[config.mk]
export PLATFORM = sky130hd
export DESIGN_NAME = ddr_arbiter
export DESIGN_NICKNAME = d
export VERILOG_FILES = /design/src/rtl/ddr_arbiter.sv
export SDC_FILE = /design/constraint.sdc
export NUM_CORES = 1
export LEC_CHECK = 0
export BUFFER_PORTS_ARGS = -buffer_cell sky130_fd_sc_hd__buf_2
export CAP_MARGIN = 25
export CELL_PAD_IN_SITES_DETAIL_PLACEMENT = 0
export CELL_PAD_IN_SITES_GLOBAL_PLACEMENT = 1
export CORE_AREA = 3 3 283 285
export CTS_BUF_LIST = sky130_fd_sc_hd__clkbuf_8
export DETAILED_ROUTE_END_ITERATION = 10
export DIE_AREA = 0 0 286 288
export GPL_TIMING_DRIVEN = 1
export PLACE_DENSITY = 0.34
export SYNTH_ARGS = -nofsm -noshare
export SYNTH_HDL_FRONTEND = slang
export SYNTH_SLANG_ARGS = --single-unit
[constraint.sdc]
create_clock -name clock -period 3.6 [get_ports clock]
set_input_delay 0.36 -clock clock [delete_from_list [all_inputs] [get_ports clock]]
set_output_delay 0.36 -clock clock [all_outputs]
set_load 0.02 [all_outputs]
[src/rtl/ddr_arbiter.sv]
`default_nettype none
// ============================================================================
//  Module      : ddr_arbiter
//  Description : Round-robin, burst-granular arbiter sharing one Avalon-MM
//                DDR3 master port between three burst requesters.
//  Revision    : 1.0 - initial release
// ============================================================================
module ddr_arbiter #(
    parameter int ADDR_WIDTH  = 32,
    parameter int DATA_WIDTH  = 64,
    parameter int BURST_WIDTH = 8
) (
    input  logic                      clock,
    input  logic                      reset,

    input  logic                      in0_rd,
    input  logic                      in0_wr,
    input  logic [ADDR_WIDTH-1:0]     in0_addr,
    input  logic [BURST_WIDTH-1:0]    in0_burstLength,
    input  logic [DATA_WIDTH/8-1:0]   in0_mask,
    input  logic [DATA_WIDTH-1:0]     in0_din,
    output logic                      in0_waitReq,
    output logic                      in0_valid,
    output logic [DATA_WIDTH-1:0]     in0_dout,

    input  logic                      in1_rd,
    input  logic                      in1_wr,
    input  logic [ADDR_WIDTH-1:0]     in1_addr,
    input  logic [BURST_WIDTH-1:0]    in1_burstLength,
    input  logic [DATA_WIDTH/8-1:0]   in1_mask,
    input  logic [DATA_WIDTH-1:0]     in1_din,
    output logic                      in1_waitReq,
    output logic                      in1_valid,
    output logic [DATA_WIDTH-1:0]     in1_dout,

    input  logic                      in2_rd,
    input  logic                      in2_wr,
    input  logic [ADDR_WIDTH-1:0]     in2_addr,
    input  logic [BURST_WIDTH-1:0]    in2_burstLength,
    input  logic [DATA_WIDTH/8-1:0]   in2_mask,
    input  logic [DATA_WIDTH-1:0]     in2_din,
    output logic                      in2_waitReq,
    output logic                      in2_valid,
    output logic [DATA_WIDTH-1:0]     in2_dout,

    output logic                      ddr_rd,
    output logic                      ddr_wr,
    output logic [ADDR_WIDTH-1:0]     ddr_addr,
    output logic [BURST_WIDTH-1:0]    ddr_burstLength,
    output logic [DATA_WIDTH/8-1:0]   ddr_mask,
    output logic [DATA_WIDTH-1:0]     ddr_din,
    input  logic                      ddr_waitReq,
    input  logic                      ddr_valid,
    input  logic [DATA_WIDTH-1:0]     ddr_dout,

    output logic [1:0]                grant
);

    localparam logic [1:0]             c_NONE = 2'd3;
    localparam logic [BURST_WIDTH-1:0] c_ONE  = BURST_WIDTH'(1);

    typedef enum logic [1:0] {
        ST_IDLE  = 2'd0,
        ST_CMD   = 2'd1,
        ST_READ  = 2'd2,
        ST_WRITE = 2'd3
    } state_t;

    state_t                  r_state_q, w_state_d;
    logic [1:0]              r_grant_q, w_grant_d;
    logic [1:0]              r_last_q,  w_last_d;
    logic [BURST_WIDTH-1:0]  r_cnt_q,   w_cnt_d;

    logic [2:0]              w_rd, w_wr, w_req, w_wait, w_valid;
    logic [ADDR_WIDTH-1:0]   w_addr [3];
    logic [BURST_WIDTH-1:0]  w_blen [3];
    logic [DATA_WIDTH/8-1:0] w_mask [3];
    logic [DATA_WIDTH-1:0]   w_din  [3];
    logic [1:0]              w_gi, w_pick;
    logic [BURST_WIDTH-1:0]  w_len, w_eff;
    logic                    w_g_rd, w_g_wr;

    assign w_rd  = {in2_rd, in1_rd, in0_rd};
    assign w_wr  = {in2_wr, in1_wr, in0_wr};
    assign w_req = w_rd | w_wr;

    assign w_addr[0] = in0_addr;        assign w_addr[1] = in1_addr;        assign w_addr[2] = in2_addr;
    assign w_blen[0] = in0_burstLength; assign w_blen[1] = in1_burstLength; assign w_blen[2] = in2_burstLength;
    assign w_mask[0] = in0_mask;        assign w_mask[1] = in1_mask;        assign w_mask[2] = in2_mask;
    assign w_din[0]  = in0_din;         assign w_din[1]  = in1_din;         assign w_din[2]  = in2_din;

    // The "none" grant code folds onto port 0 so the data muxes never see index 3.
    assign w_gi   = (r_grant_q == c_NONE) ? 2'd0 : r_grant_q;
    assign w_g_rd = w_rd[w_gi];
    assign w_g_wr = w_wr[w_gi];
    assign w_len  = w_blen[w_gi];
    assign w_eff  = (w_len == '0) ? c_ONE : w_len;

    assign ddr_addr        = w_addr[w_gi];
    assign ddr_burstLength = w_len;
    assign ddr_mask        = w_mask[w_gi];
    assign ddr_din         = w_din[w_gi];

    // Priority rotates so the port after the last winner is considered first.
    always_comb begin
        w_pick = c_NONE;
        case (r_last_q)
            2'd0: begin
                if      (w_req[1]) w_pick = 2'd1;
                else if (w_req[2]) w_pick = 2'd2;
                else if (w_req[0]) w_pick = 2'd0;
            end
            2'd1: begin
                if      (w_req[2]) w_pick = 2'd2;
                else if (w_req[0]) w_pick = 2'd0;
                else if (w_req[1]) w_pick = 2'd1;
            end
            default: begin
                if      (w_req[0]) w_pick = 2'd0;
                else if (w_req[1]) w_pick = 2'd1;
                else if (w_req[2]) w_pick = 2'd2;
            end
        endcase
    end

    always_comb begin
        w_state_d = r_state_q;
        w_grant_d = r_grant_q;
        w_last_d  = r_last_q;
        w_cnt_d   = r_cnt_q;
        ddr_rd    = 1'b0;
        ddr_wr    = 1'b0;
        w_wait    = 3'b111;
        w_valid   = 3'b000;
        case (r_state_q)
            ST_IDLE: begin
                if (w_pick != c_NONE) begin
                    w_grant_d = w_pick;
                    w_last_d  = w_pick;
                    w_state_d = ST_CMD;
                end
            end
            ST_CMD: begin
                ddr_rd         = w_g_rd;
                ddr_wr         = w_g_wr & ~w_g_rd;
                w_wait[w_gi]   = ddr_waitReq;
                if ((w_g_rd | w_g_wr) && !ddr_waitReq) begin
                    if (w_g_rd) begin
                        w_cnt_d   = w_eff;
                        w_state_d = ST_READ;
                    end else if (w_eff == c_ONE) begin
                        w_grant_d = c_NONE;
                        w_state_d = ST_IDLE;
                    end else begin
                        w_cnt_d   = w_eff - c_ONE;
                        w_state_d = ST_WRITE;
                    end
                end
            end
            ST_READ: begin
                w_valid[w_gi] = ddr_valid;
                if (ddr_valid) begin
                    w_cnt_d = r_cnt_q - c_ONE;
                    if (r_cnt_q == c_ONE) begin
                        w_grant_d = c_NONE;
                        w_state_d = ST_IDLE;
                    end
                end
            end
            ST_WRITE: begin
                ddr_wr       = w_g_wr;
                w_wait[w_gi] = ddr_waitReq;
                if (w_g_wr && !ddr_waitReq) begin
                    w_cnt_d = r_cnt_q - c_ONE;
                    if (r_cnt_q == c_ONE) begin
                        w_grant_d = c_NONE;
                        w_state_d = ST_IDLE;
                    end
                end
            end
            default: w_state_d = ST_IDLE;
        endcase
    end

    always_ff @(posedge clock) begin
        if (reset) begin
            r_state_q <= ST_IDLE;
            r_grant_q <= c_NONE;
            r_last_q  <= 2'd2;
            r_cnt_q   <= '0;
        end else begin
            r_state_q <= w_state_d;
            r_grant_q <= w_grant_d;
            r_last_q  <= w_last_d;
            r_cnt_q   <= w_cnt_d;
        end
    end

    assign in0_waitReq = w_wait[0];
    assign in1_waitReq = w_wait[1];
    assign in2_waitReq = w_wait[2];
    assign in0_valid   = w_valid[0];
    assign in1_valid   = w_valid[1];
    assign in2_valid   = w_valid[2];
    assign in0_dout    = ddr_dout;
    assign in1_dout    = ddr_dout;
    assign in2_dout    = ddr_dout;
    assign grant       = r_grant_q;

endmodule
`default_nettype wire

==> reports/results.tsv <==
metric	value	unit
outcome	complete, no violations	
drt_iter0_markers	150	
grt_pass1_wl	40900	µm
fin_crit_sh	92.05	%
ant_nets	0	
cts_tree	done	
rr_worst_depth	12	
core_area	0.07759	mm²
cts_buffers	3	
drc	0	
pin_count	724	
grt_usage	6.662	%
synth_cell_type_count	54	
clock_power_share	3.4	%
leakage	3.087	nW
seqPwrFrac	6.5	%
hold_viol_final	0	
synth_area	0.005101	mm²
grt_max_degree	59	
avgSynthCellArea	6.838	µm²
ctsLongestPathBuffers	2	
whs_path_depth	2	
die_width	286	µm
yosys_warnings	0	
synth-edff-count	0	
post-cts-setup-buffers	0	
die_h	288	µm
fillers	9245	
antenna_found_initial	12	
rr_startpoint	grant[0]	
criticalPathCategory	reg2out	
timing.reg2reg.setup_slack	0.37	ns
layout-drive-gt1-share	50.61	%
slew_headroom	34.20	%
synthCells	746	
syn2layout_area_growth	42.24	%
drv_slew	0	
rows	102	
syn-num-nets	1163	
clkLatencyLatePin	0.25	ns
floorplan.initialDensity	6.574	%
setup_violations	0	
cp.required	3.24	ns
htreeDepth	1	
ys_seq_area_share	5.494	%
cap_violations	0	
p_sw	2.957	mW
async_reset_ff_share	0	%
startpoint_type	flop	
cts_resized	0	
power_frac_comb	90.1	%
cts_root_buf	clkbuf_8	
via_count	6039	
diodes	0	
ff_latch_area	280.3	µm²
ys.flop_type	dfxtp_1	
dieArea	0.08237	mm²
path_clk_slew	0.07	ns
setup-tns-final	0	ns
fin_cells	2030	
grt_pass1_vias	6076	
synth-seq-cells	14	
r2r_end	r_cnt_q[5]	
intPower	1.815	mW
wl_per_cell	15.26	µm
grt_setup_unrepaired	false	
dp_cells	2026	
place.gp.congestion	0.8894	
fin_skew	0.003979	ns
portBuffers	467	
crit_arrival	2.95	ns
drt_pass1_iterations	4	
drt-total-wl	30980	µm
dp.final_hpwl	26580	µm
crit_path_max_fanout	36	
powerDensity	657.7	mW/mm²
detail_route.vias_per_cell	2.975	
fin_nets	1408	
ir_drop	0.2249	mV
fmax	301.8	MHz
cp-end-kind	output port	
switching_share	61.97	%
cts_sinks	14	
hp-class	reg2reg	
postCtsHoldBufs	0	
overflow	0	
tightestPinTransition	0.9870	ns
post-route-min-period	3.314	ns
multi_input_area	0.003162	mm²
hp-start	r_cnt_q[3]	
hold_end	r_cnt_q[3]	
## final cells by class
| class | count | area share (%) |
|---|---|---|
| clock buffer | 4 | 0.7588 |
| inverter | 10 | 0.5173 |
| multi-input combinational | 484 | 43.58 |
| sequential | 14 | 3.863 |
| tap | 1040 | 17.93 |
| timing repair buffer | 478 | 33.35 |
## critical path, stage by stage, from the launching register on
cell and delay (ns):
dfxtp_1 0.36, inv_1 0.12, ha_4 0.27, buf_4 0.42, buf_4 0.60, mux2i_1 0.15, o21ai_0 0.40, buf_2 0.25
## cell usage in the layout (no fill, tap or decap), types with 4 or more instances in the layout
cell	synthesis	routed
buf_2	7	467
nand2_1	121	121
mux2i_1	117	117
o21ai_0	110	110
nor2_1	24	24
dfxtp_1	14	14
a21oi_1	11	11
buf_4	193	11
nor3_1	9	9
inv_1	7	7
nand3_1	7	7
o21ai_1	6	6
o2bb2ai_2	5	5
nor2b_1	5	5
and3_1	5	5
o31ai_1	5	5
ha_1	7	5
nand2b_1	4	4
clkbuf_8	0	4
## metal layers
layer	share of wire, %	wire (µm)	vias up	global-route usage [%]
li1	-	-	2868	-
met1	36	11290	2636	7.224
met2	47	14560	435	11.50
met3	13	3897	80	2.930
met4	3.6	1112	20	2.354
met5	0.37	115	-	0.05952
## power by group through the flow
stage	clock, mW	combinational (mW)	sequential [mW]
5_1_grt	0.177	4.66	0.315
2_1_floorplan	0	3.09	0.288
3_3_place_gp	0	4.44	0.315
6_report	0.163	4.30	0.308
3_5_place_dp	0	4.38	0.306
4_1_cts	0.169	4.39	0.304
## synth_stat cells, drive strengths merged, types with 2 or more instances
cell / number / share of area [%]
nor4: 3 / 0.49
o41ai: 2 / 0.34
nand2: 121 / 8.9
nand2b: 4 / 0.49
nor2: 24 / 1.8
nand3b: 2 / 0.29
o21ai: 116 / 11
mux2i: 117 / 23
o31ai: 5 / 0.74
o2bb2ai: 6 / 1.6
buf: 208 / 30
a41oi: 2 / 0.34
a21oi: 12 / 1.3
nor2b: 5 / 0.61
or4: 3 / 0.51
ha: 7 / 1.7
nor3: 9 / 0.88
a31oi: 3 / 0.37
or3: 3 / 0.37
dfxtp: 14 / 5.5
o22ai: 3 / 0.37
nand4: 3 / 0.37
a2bb2oi: 3 / 1.1
inv: 10 / 0.74
and3: 5 / 0.61
o211ai: 3 / 0.44
nand3: 8 / 0.88
clkbuf: 30 / 2.2
## per-stage QoR
stage | total power, mW | cell area [µm²] | hold slack [ns] | util [%] | worst slack (ns)
final | 4.772 | 7256 | 0.4984 | 9.351 | 0.2862
after global routing | 5.154 | 7256 | 0.5246 | 9.351 | 0.02777
after CTS | 4.861 | 7256 | 0.4916 | 9.351 | 0.2367
after detailed placement | 4.682 | 7201 | 0.4741 | 9.280 | 0.3888
after global placement | 4.758 | 7201 | 0.4772 | 9.280 | 0.3463
after floorplan | 3.376 | 5101 | 0.4537 | - | 0.1192
## worst max path at each step
stage / depth (start not counted) / start / endpoint / slack (ns)
finish: 7 / grant[1] / ddr_addr[10] / 0.29
global route: 7 / grant[1] / ddr_din[16] / 0.03
CTS: 7 / grant[1] / ddr_din[16] / 0.24
detailed placement: 12 / grant[0] / r_cnt_q[5] / 0.39
global placement: 12 / grant[1] / r_cnt_q[5] / 0.35
floorplan: 14 / grant[0] / r_cnt_q[5] / 0.12
## state kept, by name, indices dropped and copies added (netlist names)
signal / count
r_last_q: 2
grant: 2
r_state_q: 2
r_cnt_q: 8
## kinds of logic (layout without fill, tap and decap cells)
group / Yosys count / count (layout) / share of synthesized area (%)
XOR/XNOR: 1 / 1 / 0.1717
multiplexers: 117 / 117 / 22.96
AO/OA/AOI/OAI: 164 / 164 / 19.65
flip-flops: 14 / 14 / 5.494
adder cells (fa/ha/maj): 7 / 7 / 1.717
AND/OR/NAND/NOR: 195 / 195 / 16.95
buffers and inverters: 248 / 492 / 33.06
Power figures use the tool's default switching activity.
